File: config.mk
export PLATFORM = sky130hd
export DESIGN_NAME = raifes_gpio_in_cond_flat
export DESIGN_NICKNAME = d
export VERILOG_FILES = /design/src/rtl/raifes_gpio_in_cond_if.sv /design/src/rtl/raifes_gpio_in_cond.sv /design/src/flat_wrapper.sv
export SDC_FILE = /design/constraint.sdc
export NUM_CORES = 1
export LEC_CHECK = 0
export BUFFER_PORTS_ARGS = -buffer_cell sky130_fd_sc_hd__buf_2
export CAP_MARGIN = 5
export CORE_MARGIN = 2
export CORE_UTILIZATION = 62
export DETAILED_ROUTE_END_ITERATION = 8
export PLACE_DENSITY = 0.82
export REMOVE_ABC_BUFFERS = 1
export SYNTH_ARGS = -nofsm -noshare
export SYNTH_HDL_FRONTEND = slang
export SYNTH_SLANG_ARGS = --single-unit
export TNS_END_PERCENT = 10
File: constraint.sdc
create_clock -name clk -period 9.8 [get_ports clk]
set_input_delay 0.98 -clock clk [delete_from_list [all_inputs] [get_ports clk]]
set_output_delay 0.98 -clock clk [all_outputs]
set_load 0.02 [all_outputs]
File: src/rtl/raifes_gpio_in_cond_if.sv
// Control/status bundle between the GPIO slave side and the input conditioner.
// The master drives the debounce limit, edge enables and pending clears;
// the conditioner (slave) returns the clean level, edge pulses and pending flags.
interface raifes_gpio_in_cond_if #(
  parameter int WIDTH     = 8,
  parameter int CNT_WIDTH = 16
);
  logic [CNT_WIDTH-1:0] db_limit;
  logic [WIDTH-1:0]     rise_en;
  logic [WIDTH-1:0]     fall_en;
  logic [WIDTH-1:0]     irq_clr;
  logic [WIDTH-1:0]     gpio_i;
  logic [WIDTH-1:0]     rise_p;
  logic [WIDTH-1:0]     fall_p;
  logic [WIDTH-1:0]     irq_pend;
  logic                 irq;

  modport master (
    output db_limit, rise_en, fall_en, irq_clr,
    input  gpio_i, rise_p, fall_p, irq_pend, irq
  );

  modport slave (
    input  db_limit, rise_en, fall_en, irq_clr,
    output gpio_i, rise_p, fall_p, irq_pend, irq
  );
endinterface

File: src/rtl/raifes_gpio_in_cond.sv
// GPIO input conditioner: per-bit synchroniser, programmable debounce,
// registered edge pulses and sticky write-1-to-clear interrupt-pending flags.
// Every bit runs completely independently of the others.
module raifes_gpio_in_cond #(
  parameter int WIDTH       = 8,
  parameter int CNT_WIDTH   = 16,
  parameter int SYNC_STAGES = 2
) (
  input  logic                 clk,
  input  logic                 reset,
  input  logic [WIDTH-1:0]     pad_i,
  raifes_gpio_in_cond_if.slave bus
);

  localparam int                   LAST    = SYNC_STAGES - 1;
  localparam logic [CNT_WIDTH-1:0] CNT_ONE = {{(CNT_WIDTH-1){1'b0}}, 1'b1};
  localparam logic [CNT_WIDTH:0]   LIM_ONE = {{CNT_WIDTH{1'b0}}, 1'b1};

  logic [WIDTH-1:0]     sync_q [SYNC_STAGES];
  logic [WIDTH-1:0]     s;
  logic [CNT_WIDTH-1:0] cnt_q  [WIDTH];
  logic [CNT_WIDTH:0]   limit_eff;
  logic [WIDTH-1:0]     accept;
  logic [WIDTH-1:0]     lvl_q;
  logic [WIDTH-1:0]     rise_q;
  logic [WIDTH-1:0]     fall_q;
  logic [WIDTH-1:0]     pend_q;

  // Synchroniser chain bringing the asynchronous pad levels into clk.
  always_ff @(posedge clk or posedge reset) begin
    if (reset) begin
      for (int k = 0; k < SYNC_STAGES; k++) sync_q[k] <= '0;
    end else begin
      sync_q[0] <= pad_i;
      for (int k = 1; k < SYNC_STAGES; k++) sync_q[k] <= sync_q[k-1];
    end
  end

  assign s = sync_q[LAST];

  // A limit of zero is treated as one; one extra bit keeps cnt+1 from wrapping.
  assign limit_eff = (bus.db_limit == '0) ? LIM_ONE : {1'b0, bus.db_limit};

  // Accept a new level once this mismatch cycle completes a long enough run.
  always_comb begin
    accept = '0;
    for (int i = 0; i < WIDTH; i++) begin
      accept[i] = (s[i] != lvl_q[i]) && (({1'b0, cnt_q[i]} + LIM_ONE) >= limit_eff);
    end
  end

  // Mismatch run counters: cleared on agreement or acceptance, else advanced.
  always_ff @(posedge clk or posedge reset) begin
    if (reset) begin
      for (int i = 0; i < WIDTH; i++) cnt_q[i] <= '0;
    end else begin
      for (int i = 0; i < WIDTH; i++) begin
        if ((s[i] == lvl_q[i]) || accept[i]) cnt_q[i] <= '0;
        else                                  cnt_q[i] <= cnt_q[i] + CNT_ONE;
      end
    end
  end

  // Clean level, edge pulses and sticky pending flags; a set beats a clear.
  always_ff @(posedge clk or posedge reset) begin
    if (reset) begin
      lvl_q  <= '0;
      rise_q <= '0;
      fall_q <= '0;
      pend_q <= '0;
    end else begin
      lvl_q  <= lvl_q ^ accept;
      rise_q <= accept & s;
      fall_q <= accept & ~s;
      pend_q <= (pend_q & ~bus.irq_clr)
              | (accept & s & bus.rise_en)
              | (accept & ~s & bus.fall_en);
    end
  end

  assign bus.gpio_i   = lvl_q;
  assign bus.rise_p   = rise_q;
  assign bus.fall_p   = fall_q;
  assign bus.irq_pend = pend_q;
  assign bus.irq      = |pend_q;

endmodule

File: src/flat_wrapper.sv
// flat-port wrapper written by rule: the top's interface ports become plain ports
module raifes_gpio_in_cond_flat 
#(
  parameter int WIDTH       = 8,
  parameter int CNT_WIDTH   = 16,
  parameter int SYNC_STAGES = 2
)
  (clk, reset, pad_i, bus_db_limit, bus_rise_en, bus_fall_en, bus_irq_clr, bus_gpio_i, bus_rise_p, bus_fall_p, bus_irq_pend, bus_irq);
  raifes_gpio_in_cond_if #(.WIDTH(WIDTH), .CNT_WIDTH(CNT_WIDTH)) bus_i ();
  input  logic clk;
  input  logic reset;
  input  logic [WIDTH-1:0] pad_i;
  input wire logic [$bits(bus_i.db_limit)-1:0] bus_db_limit;
  input wire logic [$bits(bus_i.rise_en)-1:0] bus_rise_en;
  input wire logic [$bits(bus_i.fall_en)-1:0] bus_fall_en;
  input wire logic [$bits(bus_i.irq_clr)-1:0] bus_irq_clr;
  output wire logic [$bits(bus_i.gpio_i)-1:0] bus_gpio_i;
  output wire logic [$bits(bus_i.rise_p)-1:0] bus_rise_p;
  output wire logic [$bits(bus_i.fall_p)-1:0] bus_fall_p;
  output wire logic [$bits(bus_i.irq_pend)-1:0] bus_irq_pend;
  output wire logic [$bits(bus_i.irq)-1:0] bus_irq;
  assign bus_i.db_limit = bus_db_limit;
  assign bus_i.rise_en = bus_rise_en;
  assign bus_i.fall_en = bus_fall_en;
  assign bus_i.irq_clr = bus_irq_clr;
  assign bus_gpio_i = bus_i.gpio_i;
  assign bus_rise_p = bus_i.rise_p;
  assign bus_fall_p = bus_i.fall_p;
  assign bus_irq_pend = bus_i.irq_pend;
  assign bus_irq = bus_i.irq;
  raifes_gpio_in_cond #(.WIDTH(WIDTH), .CNT_WIDTH(CNT_WIDTH), .SYNC_STAGES(SYNC_STAGES)) u_core (.clk(clk), .reset(reset), .pad_i(pad_i), .bus(bus_i));
endmodule
==> results of run 1 <==
-- metrics by stage --
step / setup WS (ns) / instances / power, mW / utilization (%) / cell area [µm²]
2_1_floorplan: 4.05 / 1105 / 0.853 / - / 11100
3_3_place_gp: 5.52 / 1417 / 0.902 / 66.2 / 11800
3_5_place_dp: 5.39 / 1417 / 0.908 / 66.2 / 11800
4_1_cts: 5.83 / 1448 / 1.63 / 69.7 / 12400
5_1_grt: 5.45 / 1448 / 1.68 / 69.7 / 12400
6_report: 5.80 / 1448 / 1.63 / 69.7 / 12400
-- cells in the final DEF (no fill, tap or decap), types with 5 or more instances in the layout --
master / n
dfrtp_1: 176
xor2_1: 55
o22ai_1: 6
nor2_1: 71
mux2_2: 6
a211oi_1: 21
a21o_1: 19
maj3_1: 6
o31ai_1: 8
and2_1: 8
nand4_1: 27
nand3_1: 66
nand2_1: 61
o31a_1: 5
nor4_1: 13
nor2b_1: 76
nand2b_1: 9
clkbuf_16: 17
a221oi_1: 5
inv_1: 65
o21ai_0: 18
o21a_1: 5
nor2b_2: 5
nor3_1: 18
a21oi_1: 24
and3_1: 37
xnor2_1: 68
a31oi_1: 15
and4_1: 11
nor3b_1: 10
ha_1: 107
buf_2: 82
-- power breakdown --
group / internal (mW) / switching (mW)
logic: 0.0510 / 0.0943
registers: 0.738 / 0.0141
clock network: 0.430 / 0.300
-- final cells by class --
cell class	count	area share (%)
clock inverters	10	1.21
inverters	67	2.07
repair buffers	83	3.37
clock buffers	21	3.88
well taps	229	2.31
flip-flops and latches	176	35.5
multi-input cells	862	51.6
-- worst paths after layout --
kind / startpoint / end / slack, ns
max: bus_db_limit[10] / u_core.bus.irq_pend[7] / 5.80
min: u_core.sync_q[10] / u_core.s[2] / 0.34
max reg2reg: u_core.cnt_q[32] / u_core.cnt_q[44] / 5.83
min reg2reg: u_core.sync_q[10] / u_core.s[2] / 0.34
max in group asynchronous: reset / asynchronous set/reset pin / 7.62
min in group asynchronous: reset / u_core.cnt_q[123] / 0.72
-- flip-flops by register name (all words and copies together) (netlist names), named ones only --
signal,count
u_core.cnt_q,128
u_core.bus.fall_p,8
u_core.bus.irq_pend,8
u_core.bus.rise_p,8
u_core.s,8
u_core.sync_q,8
-- worst max-delay path, cell delays in order --
cell	delay, ns
buf_2	0.24
nor4_1	0.36
a41o_1	0.53
ha_1	0.32
nand2b_1	0.14
a31oi_1	0.20
a21oi_1	0.09
o21a_1	0.18
o21ai_0	0.32
nand4_2	0.51
a32o_1	0.44
-- logic make-up (layout without fill, tap and decap cells) --
kind of cell | Yosys count | in the layout | share of synthesized area, %
XOR/XNOR | 127 | 127 | 10.5
AO/OA/AOI/OAI | 175 | 175 | 11.6
flip-flops | 176 | 176 | 39.5
adder cells (fa/ha/maj) | 113 | 113 | 12.5
buffers and inverters | 87 | 181 | 3.13
AND/OR/NAND/NOR | 441 | 441 | 22.1
multiplexers | 6 | 6 | 0.606
-- per-layer routing --
layer  up-vias  global-route usage, %  share of wire (%)
met1      4250                   37.1                 44
li1       4226                      -                  -
met3        66                   5.65                4.8
met4         0                   11.8                3.6
met2       247                   46.2                 47
met5         -                      0                  0
==> results.md, run 1 <==
* Outcome: completed
* Multi-input gate area at 6400 µm²
* Worst hold path type: register to register
* Max VDD drop at 0.129 mV
* Port buffer count at 82
* Post-CTS setup buffers at 0
* Arrival @ worst endpoint at 4.33 ns
* Pwr dens at 131 nW/µm²
* FF+latch area at 4400 µm²
* Nets at 1,364
* Async set or reset register ratio after synthesis at 100%
* CTS Buffer Depth at 2
* 1st-iter DRT viols at 575
* Type of element capturing the critical path: register
* Die W at 138 µm
* Most frequent cell after synthesis: dfrtp_1
* Synth area leader: dfrtp_1
* Fin. Hold Viols at 0
* DRT Wirelength at 26,500 µm
* Clock Skews at 0.0103 ns
* GRT Util Overall at 28.3%
* Area Growth Syn to Fin at 11.1%
* Dpl hpwl at 18,500 µm
* Detailed-route via count at 8,789
* Number of max-cap violations at 0
* Depth of the worst hold-timing path at 0
* Die height at 138 µm
* Top_reg_cell synth: dfrtp_1
* Seq cells post-synth at 176
* RSZ-0062 raised after global routing: false
* Cell Area, Synth at 11,100 µm²
* Hold buffer count at CTS at 0
* CP Launch Type: input port
* Fin crit share at 40.8%
* Synth cell count leaders: 176 x dfrtp_1, 107 x ha_1, 76 x nor2b_1, 71 x nor2_1, 68 x xnor2_1
* PostCTS Resize Cnt at 0
* Fillcell total at 1,344
* Final setup violation count at 0
* Share of layout cells above drive strength 1 at 12.2%
* ANT nets after route at 0
* DRC errors left at 0
* CTS tree: done
* CTS Root Cell: clkbuf_16
* Setup CP Type: input port to register
* Worst slew pin tran at 1.13 ns
* Total grt overflow at 0
* Setup TNS at 0 ns
* ANT cells at 0
* Top cell type's share of synthesized area at 39.5%
* Final Max Slew Viols at 0
* Latest clock arrival within the worst-skew pair at 0.44 ns
* CTS H-tree depth at 4
* Via density at 6.07
* Worst r2r path cells at 12
* Rows at 49
* 1st-pass router iterations at 5
* Critical Path RT at 10.13 ns
* Starting Density at 62.7%
* First-pass GRT wire length at 43,600 µm
* Synth area leaders: dfrtp_1 40%, ha_1 12%, xnor2_1 5.3%, xor2_1 4.3%, nor2b_1 4.3%
* Min Tclk post-route at 4.00 ns
* Synth Area per Inst at 9.91 µm²
* Post-synth EDFFs at 0
* Number of library cell types mapped by synthesis at 82
* Largest net degree at the start of global routing at 104
* Core ar. at 17,800 µm²
* Drt wl/cell at 18.3 µm
* Sequential fraction of the synthesis area at 39.5%
* Vias in the first global route at 8,774
* Clock transition at path regs at 0.07 ns
* Number of top-level pins at 83
* Yosys warns at 0
* Mapped Cells at 1,125
* Leakage Power at 6.21 nW
* CTS Sinks at 176
* GP Congestion at 0.858
* TritonCTS Buffers at 17
* Initial antenna violation count at 0
* Crit-path max FO at 19
* Max Fclk at 0.250 GHz
* Hold_ws at 0.339 ns
* DIE AREA at 19,100 µm²
* Slew HR at 24.3%
Note: power is estimated with default switching activity, not from simulation.
==> run 2: changes to the inputs <==
- ABC_AREA: default -> 1
- clock period: 9.8 -> 4.1 ns (I/O delays scaled with it)
==> results.md, run 2 <==
* Outcome: completed
* Number of top-level pins at 83
* Fin. Hold Viols at 0
* CTS Sinks at 176
* DRC errors left at 0
* Worst r2r path cells at 21
* Total grt overflow at 0
* Synth cell count leaders: 376 x nand2_1, 312 x inv_1, 286 x nor2_1, 176 x dfrtp_1, 134 x nand3_1
* Fillcell total at 1,562
* Clock Skews at 0.00675 ns
* Final Max Slew Viols at 0
* Biggest register: u_core.cnt_q
* GRT Util Overall at 29.4%
* TritonCTS Buffers at 17
* Crit-path max FO at 16
* Setup CP Type: register to register
* Mapped Cells at 1,676
* Cells along the critical path: nand2_1, nor2_1, nand3_1, nor2_1, inv_1, nor2_1, inv_1, nor3_1, nand2_1, xor2_1, inv_1, ha_1, nand2_1, nor3_1, nand4_1, nor2_1, nand2_1, nand2_1, nor2_1, nand3_1, nor2_1
* Crit. Startpoint: u_core.cnt_q[18]
* Rows at 50
* Seq cells post-synth at 176
* 1st-pass router iterations at 5
* Reg-to-reg startpoint: u_core.cnt_q[18]
* Synth area leader: dfrtp_1
* Top_reg_cell synth: dfrtp_1
* Max Fclk at 0.279 GHz
* Hold buffer count at CTS at 0
* Initial antenna violation count at 0
* Post-CTS setup buffers at 0
* Max reg flops at 128
* FF-to-FF End: u_core.cnt_q[17]
* Most frequent cell after synthesis: nand2_1
* Largest net degree at the start of global routing at 98
* CP Launch Type: register
* Synth Area per Inst at 7.18 µm²
* CTS Buffer Depth at 2
* GP Congestion at 0.906
* Worst hold path type: input port to register
* PnR worst setup slack at 0.521 ns
* Vias in the first global route at 10,300
* Fin crit share at 87.3%
* Top cell type's share of synthesized area at 36.6%
* First-pass GRT wire length at 47,500 µm
* Post-synth EDFFs at 0
* Critical Path Max Stage Delay at 0.54 ns
* Async set or reset register ratio after synthesis at 100%
* RSZ-0062 raised after global routing: false
* Setup TNS at 0 ns
* ANT cells at 0
* DIE AREA at 20,500 µm²
* CTS H-tree depth at 4
* Via density at 5.28
* Crit path top cell by count: nor2_1
* Total Power at 3.72 mW
* Die W at 143 µm
* Worst reg2reg setup slack at 0.52 ns
* Number of library cell types mapped by synthesis at 43
* Number of max-cap violations at 0
* Area Growth Syn to Fin at 10.8%
* PostCTS Resize Cnt at 0
* Worst slew pin tran at 0.858 ns
* Drt wl/cell at 14.1 µm
* Clock transition at path regs at 0.07 ns
* Commonest non-fill, non-tap cell in the layout: nand2_1
* Setup crit end: u_core.cnt_q[17]
* Sequential fraction of the synthesis area at 36.6%
* Max VDD drop at 0.287 mV
* Detailed-route via count at 10,800
* CTS Root Cell: clkbuf_16
* Min Tclk post-route at 3.58 ns
* Starting Density at 63.7%
* Port buffer count at 82
* Post-route cell area at 13,300 µm²
* DRT Wirelength at 28,800 µm
* 1st-iter DRT viols at 707
* Yosys warns at 0
* Dpl hpwl at 21,500 µm
* CTS tree: done
* Pwr dens at 279 nW/µm²
* Final setup violation count at 0
* Leakage Power at 7.45 nW
* Dpl ws at 0.444 ns
* Critical Path RT at 4.44 ns
* Type of element capturing the critical path: register
* Cell Area, Synth at 12,000 µm²
* Share of layout cells above drive strength 1 at 8.88%
* Core ar. at 18,900 µm²
* Nets at 1,934
* Synth area leaders: dfrtp_1 37%, nand2_1 12%, ha_1 11%, inv_1 9.7%, nor2_1 8.9%
* Latest clock arrival within the worst-skew pair at 0.44 ns
* Arrival @ worst endpoint at 3.92 ns
* Critical path's slowest cell: nand3_1
* DP Area at 12,800 µm²
* Most frequent cells in the layout: 376 x nand2_1, 311 x inv_1, 286 x nor2_1, 176 x dfrtp_1, 134 x nand3_1
* Slew HR at 42.8%
* ANT nets after route at 0
* Die height at 143 µm
run 2: changes by cell type after synthesis, moves of 21 or more:
cell | previous run | this run
nand2_1 | 61 | 376
and3_1 | 37 | 5
xnor2_1 | 68 | 17
nor2b_1 | 76 | 0
a211oi_1 | 21 | 0
inv_1 | 66 | 312
nor2_1 | 71 | 286
nand3_1 | 66 | 134
run 2: cells by family (layout without fill, tap and decap cells):
logic type               count (synthesis)  in the layout  synth area share (%)
AO/OA/AOI/OAI                          106            106                  5.06
XOR/XNOR                                62             62                  4.51
adder cells (fa/ha/maj)                107            107                  11.1
buffers and inverters                  332            446                  10.9
flip-flops                             176            176                  36.6
AND/OR/NAND/NOR                        893            893                  31.8
run 2: where the power goes:
part           internal [mW]  switching [mW]
Clock                  0.852           0.700
Combinational          0.121           0.260
Sequential              1.76          0.0280
Total                   2.74           0.987
run 2: area by class of cell:
class,instances,area [µm²],share of cell area (%)
Clock buffer,19,443,3.32
Multi-Input combinational cell,1168,6320,47.4
Timing Repair Buffer,100,546,4.09
Tap cell,260,325,2.44
Clock inverter,13,113,0.845
Sequential cell,176,4400,33.0
Inverter,314,1180,8.88
run 2: how the worst min path moves through the flow:
stage	from	end	slack, ns	cells past startpoint
3_3_place_gp	u_core.sync_q[9]	u_core.s[1]	0.33	0
2_1_floorplan	u_core.sync_q[8]	u_core.s[0]	0.33	0
5_1_grt	pad_i[3]	u_core.sync_q[11]	0.06	1
4_1_cts	pad_i[3]	u_core.sync_q[11]	0.06	1
6_report	pad_i[5]	u_core.sync_q[13]	0.07	1
3_5_place_dp	u_core.sync_q[8]	u_core.s[0]	0.34	0
run 2: worst max-delay path, delay by kind of cell (launching register included):
family / cells / cell delay, ns
and+or+nand+nor: 16 / 2.38
DFF: 1 / 0.37
xor gates and xnor gates: 1 / 0.22
buffers and inverters: 3 / 0.22
adders and majority gates: 1 / 0.28
run 2: stage by stage:
stage	util [%]	hold WS, ns	std cells
final	70.6	0.0745	2050
after global routing	70.6	0.0582	2050
after CTS	70.6	0.0648	2050
after detailed placement	67.6	0.339	2018
after global placement	67.6	0.332	2018
after floorplan	-	0.331	1658
run 2: per-layer routing:
| layer | wire (µm) | track usage, % | vias to the layer above |
|---|---|---|---|
| li1 | - | - | 5437 |
| met1 | 12600 | 38.7 | 4972 |
| met2 | 13700 | 49.5 | 357 |
| met3 | 1880 | 4.63 | 55 |
| met4 | 694 | 10.3 | 0 |
| met5 | 0 | 0 | - |
